### src/rtl/npu_pkg.sv
// Shared types and default latencies for the NPU convolution scheduler.
package npu_pkg;

    typedef enum logic [1:0] {
        IDLE,
        RUN,
        DRAIN,
        DONE
    } state_t;

    localparam int DEF_RD_LAT   = 1;
    localparam int DEF_ACC_LAT  = 12;
    localparam int DEF_POST_LAT = 4;
    localparam int TAG_PIX_W    = 16;

    typedef struct packed {
        logic                 valid;
        logic                 first;
        logic                 last;
        logic [TAG_PIX_W-1:0] pix;
    } tag_t;

endpackage

### src/rtl/npu_conv_scheduler_tag_delay.sv
// Fixed-depth shift register carrying beat tags alongside the MAC pipeline.
module npu_tag_delay
    import npu_pkg::*;
#(
    parameter int DEPTH = 1
) (
    input  logic clk,
    input  logic rst,
    input  tag_t d,
    output tag_t q
);

    tag_t sr [DEPTH];

    always_ff @(posedge clk) begin
        if (rst) begin
            for (int i = 0; i < DEPTH; i++) sr[i] <= '0;
        end else begin
            sr[0] <= d;
            for (int i = 1; i < DEPTH; i++) sr[i] <= sr[i-1];
        end
    end

    assign q = sr[DEPTH-1];

endmodule

### src/rtl/npu_conv_scheduler.sv
// Issues one 9-input beat per cycle over pixels x channel groups and
// tags beats so accumulator restart and result strobes meet the MAC core.
module npu_conv_scheduler
    import npu_pkg::*;
#(
    parameter int MAC_OUT_NUM = 18,
    parameter int ADDR_W      = 16,
    parameter int PIX_W       = TAG_PIX_W,
    parameter int GRP_W       = 8,
    parameter int RD_LAT      = DEF_RD_LAT,
    parameter int ACC_LAT     = DEF_ACC_LAT,
    parameter int POST_LAT    = DEF_POST_LAT
) (
    input  logic                   clk,
    input  logic                   rst,
    input  logic                   start,
    input  logic [PIX_W-1:0]       cfg_num_pix,
    input  logic [GRP_W-1:0]       cfg_num_grp,
    input  logic [ADDR_W-1:0]      cfg_data_base,
    input  logic [ADDR_W-1:0]      cfg_weight_base,
    input  logic [3:0]             cfg_scale,
    input  logic                   hold,
    output logic                   data_rd_en,
    output logic [ADDR_W-1:0]      data_rd_addr,
    output logic                   weight_rd_en,
    output logic [ADDR_W-1:0]      weight_rd_addr,
    output logic                   MAC_data_valid_in,
    output logic                   MAC_weight_valid_in,
    output logic [MAC_OUT_NUM-1:0] adder_rst,
    output logic [3:0]             MAC_scale_in,
    output logic                   out_valid,
    output logic [PIX_W-1:0]       out_pix_idx,
    output logic                   busy,
    output logic                   done
);

    localparam int DRAIN_LEN = RD_LAT + ACC_LAT + POST_LAT;

    state_t            state;
    logic [PIX_W-1:0]  num_pix_r, p;
    logic [GRP_W-1:0]  num_grp_r, g;
    logic [ADDR_W-1:0] wbase_r, daddr, waddr;
    logic [7:0]        drain_cnt;
    logic [RD_LAT-1:0] rd_sr;
    logic              issue, g_last, p_last;
    tag_t              tag_in, tag_acc, tag_out;
    logic              unused;

    assign issue  = (state == RUN) && !hold;
    assign g_last = (g == num_grp_r - GRP_W'(1));
    assign p_last = (p == num_pix_r - PIX_W'(1));

    always_ff @(posedge clk) begin
        if (rst) begin
            state        <= IDLE;
            busy         <= 1'b0;
            done         <= 1'b0;
            num_pix_r    <= '0;
            num_grp_r    <= '0;
            wbase_r      <= '0;
            MAC_scale_in <= '0;
            p            <= '0;
            g            <= '0;
            daddr        <= '0;
            waddr        <= '0;
            drain_cnt    <= '0;
        end else begin
            case (state)
                IDLE: begin
                    done <= 1'b0;
                    busy <= start;
                    if (start) begin
                        num_pix_r    <= cfg_num_pix;
                        num_grp_r    <= cfg_num_grp;
                        wbase_r      <= cfg_weight_base;
                        MAC_scale_in <= cfg_scale;
                        p            <= '0;
                        g            <= '0;
                        daddr        <= cfg_data_base;
                        waddr        <= cfg_weight_base;
                        if (cfg_num_pix == '0 || cfg_num_grp == '0)
                            state <= DONE;
                        else
                            state <= RUN;
                    end
                end
                RUN: begin
                    if (!hold) begin
                        // Data address is p*num_grp+g, so it simply steps by one.
                        daddr <= daddr + ADDR_W'(1);
                        if (g_last) begin
                            g     <= '0;
                            waddr <= wbase_r;
                            p     <= p + PIX_W'(1);
                        end else begin
                            g     <= g + GRP_W'(1);
                            waddr <= waddr + ADDR_W'(1);
                        end
                        if (g_last && p_last) begin
                            state     <= DRAIN;
                            drain_cnt <= 8'(DRAIN_LEN - 1);
                        end
                    end
                end
                DRAIN: begin
                    if (drain_cnt == '0)
                        state <= DONE;
                    else
                        drain_cnt <= drain_cnt - 8'd1;
                end
                DONE: begin
                    state <= IDLE;
                    done  <= 1'b1;
                end
                default: state <= IDLE;
            endcase
        end
    end

    always_ff @(posedge clk) begin
        if (rst) begin
            rd_sr <= '0;
        end else begin
            rd_sr[0] <= issue;
            for (int i = 1; i < RD_LAT; i++) rd_sr[i] <= rd_sr[i-1];
        end
    end

    always_comb begin
        tag_in       = '0;
        tag_in.valid = issue;
        tag_in.first = issue && (g == '0);
        tag_in.last  = issue && g_last;
        tag_in.pix   = issue ? p : '0;
    end

    npu_tag_delay #(.DEPTH(RD_LAT + ACC_LAT)) u_acc_delay (
        .clk (clk),
        .rst (rst),
        .d   (tag_in),
        .q   (tag_acc)
    );

    npu_tag_delay #(.DEPTH(POST_LAT)) u_post_delay (
        .clk (clk),
        .rst (rst),
        .d   (tag_acc),
        .q   (tag_out)
    );

    assign data_rd_en          = issue;
    assign weight_rd_en        = issue;
    assign data_rd_addr        = daddr;
    assign weight_rd_addr      = waddr;
    assign MAC_data_valid_in   = rd_sr[RD_LAT-1];
    assign MAC_weight_valid_in = rd_sr[RD_LAT-1];
    assign adder_rst   = {MAC_OUT_NUM{tag_acc.valid & tag_acc.first}};
    assign out_valid   = tag_out.valid & tag_out.last;
    assign out_pix_idx = out_valid ? tag_out.pix : '0;
    assign unused      = tag_out.first;

endmodule

### config.mk
export PLATFORM = sky130hd
export DESIGN_NAME = npu_conv_scheduler
export DESIGN_NICKNAME = d
export VERILOG_FILES = /design/src/rtl/npu_pkg.sv /design/src/rtl/npu_conv_scheduler_tag_delay.sv /design/src/rtl/npu_conv_scheduler.sv
export SDC_FILE = /design/constraint.sdc
export NUM_CORES = 1
export LEC_CHECK = 0
export CAP_MARGIN = 20
export CORE_UTILIZATION = 45
export DETAILED_ROUTE_END_ITERATION = 12
export GPL_TIMING_DRIVEN = 0
export PLACE_DENSITY = 0.62
export SLEW_MARGIN = 25
export SYNTH_ARGS = -nofsm -noshare
export SYNTH_HDL_FRONTEND = slang
export SYNTH_HIERARCHICAL = 1
export SYNTH_SLANG_ARGS = --single-unit
### constraint.sdc
create_clock -name clk -period 6.65 [get_ports clk]
set_clock_uncertainty 0.15 [all_clocks]
set_input_delay 0.9975 -clock clk [delete_from_list [all_inputs] [get_ports clk]]
set_output_delay 0.9975 -clock clk [all_outputs]
set_load 0.005 [all_outputs]
==> flow_summary.yaml <==
die:
  core_area_um2: 33400
  chipHeight_um: 186
  dieArea_um2: 34600
  start_util_pct: 45.6
  fp.dieW_um: 186
  ios: 141
  row_count: 67
detailed_routing:
  first_pass_iters: 5
  wl_per_cell_um: 14.2
  drt_iter0_drc: 636
  drcViolationCount: 0
  ant_nets: 0
  via_per_inst: 4.91
  totalWireLength_um: 31400
  num_vias: 10900
finish:
  utilization_pct: 55.6
  n_fill_cell: 2993
  nets: 1814
  area.growth.synth_to_final_pct: 21.8
  drive_gt1_share_pct: 7.20
  design_area_um2: 18600
  diodes: 0
run_status:
  outcome: "completed"
pwr:
  p_leak_nw: 7.14
  internal_power_w: 0.00469
  powerDensity_nw_per_um2: 363
  ir_drop_v: 0.000212
  p_seq_share_pct: 43.2
  finalPower_w: 0.00675
  combPwrFrac_pct: 22.5
  p_sw_w: 0.00206
  pwr-share-clk_pct: 34.2
  swShare_pct: 30.6
clock_tree:
  clk_latency_ns: 0.55
  cts-resized-gates: 0
  tritoncts: "done"
  cts.sinks: 432
  numCtsBuffers: 44
  cts_hold_buf: 0
  cts_setup_buffers: 0
  clockBufferDepth: 3
  htree_levels: 2
  cts.reportedPaths.clkPinSlew_ns: 0.06
  root_buffer: "clkbuf_16"
yosys:
  netlist_instances: 1551
  synth_area_um2: 15300
  synth.avg_cell_area_um2: 9.84
  syn_nets: 1629
  yosys_warnings: 6
worst_setup_path:
  worst-path-max-fanout: 12
  slowest_stage: "clkdlybuf4s50_1"
  path_delay_family: "buffers and inverters"
  cp.arrival_ns: 3.37
  cp.required_ns: 5.50
  reg2reg_depth: 12
  criticalPathCategory: "reg2out"
  crit_chain: "inv_1 > ha_1 > clkbuf_1 > nand2b_1 > inv_1 > clkbuf_1 > buf_4 > clkdlybuf4s50_1"
  crit_buf_inv: 6
  cp_num_cells: 8
  start_kind: "flop"
  slowest_delay_ns: 0.48
  end_kind: "primary output"
min_path:
  hold_depth: 1
  min_path_type: "reg2reg"
grt:
  grt_pass1_wl_um: 49800
  grt_pass1_vias: 9857
  grt_max_degree: 19
  antenna_found_initial: 0
  gr-total-overflow: 0
  grt_use_total_pct: 18.1
sta:
  post-route-period-util_pct: 67.9
  tightest_slew_ns: 0.808
  hold_viol_final: 0
  setup_viol: 0
  fmax_mhz: 221
  fin_crit_ns: 4.52
  setup_tns_ns: 0
  drv_slew: 0
  rsz0062_at_grt: "no"
  setup_ws_ns: 2.13
  slew-limit-headroom_pct: 46.2
placed_design:
  place_area_um2: 17200
  post-dp-hpwl_um: 22500
  post-place-ws_ns: 2.32
  port-buffer-count: 139
  routabilityCongestion: 0.859
flow_run:
  maxCapViolCount: 0
-- cell type report --
type                    count  area [µm²]  share of cell area [%]
repair buffers            139        1390                    7.48
multi-input cells         986        5950                    32.0
inverters                  20        75.1                   0.404
flip-flops and latches    432        8650                    46.5
well taps                 448         561                    3.02
clock inverters             8         108                   0.579
plain buffers             113         581                    3.12
clock buffers              66        1270                    6.85
-- state kept, by name, indices dropped and copies added, names as in the netlist --
signal,cells
done,1
MAC_data_valid_in,1
g,8
drain_cnt,8
data_rd_addr,16
wbase_r,16
p,16
num_grp_r,8
num_pix_r,16
u_post_delay/sr,72
busy,1
weight_rd_addr,16
state,2
MAC_scale_in,4
u_acc_delay/sr,247
-- per-stage QoR --
stage / instances / hold slack (ns)
after CTS: 2212 / 0.262
after global placement: 2138 / 0.265
after global routing: 2212 / 0.283
after detailed placement: 2138 / 0.270
final: 2212 / 0.272
after floorplan: 1551 / 0.264
-- worst paths after layout --
kind                         startpoint              endpoint  slack [ns]
hold / removal    u_acc_delay/sr[1][66]  u_acc_delay/sr[2][9]        0.27
hold reg to reg   u_acc_delay/sr[1][66]  u_acc_delay/sr[2][9]        0.27
setup / recovery               state[1]          weight_rd_en        2.13
setup reg to reg           num_grp_r[0]                 p[11]        2.81
-- layout by cell type, fill, tap and decap left out, types with 23 or more instances in the layout --
cell type,n
clkbuf_16,44
buf_2,29
nor2b_1,329
a21oi_1,98
xnor2_1,26
clkdlybuf4s50_1,139
clkbuf_1,67
xor2_1,23
nand3_1,27
o21ai_0,27
nor2_1,52
dfxtp_1,432
nand2_1,144
and3_1,25
-- power by group through the flow --
stage               registers [W]  clock network, W  logic (W)
floorplan                 0.00293                 0   0.000949
global placement          0.00296                 0    0.00148
detailed placement        0.00297                 0    0.00150
CTS                       0.00291           0.00238    0.00151
global route              0.00294           0.00250    0.00168
finish                    0.00292           0.00231    0.00152
-- per-layer routing --
| metal | wire length, µm | GRT usage, % | share of wire [%] |
|---|---|---|---|
| met1 | 13500 | 22.5 | 43 |
| met2 | 15500 | 31.8 | 49 |
| met3 | 1630 | 3.29 | 5.2 |
| met4 | 713 | 5.54 | 2.3 |
| met5 | 0 | 0 | 0 |
No activity file was read; power rests on OpenSTA's default activity.
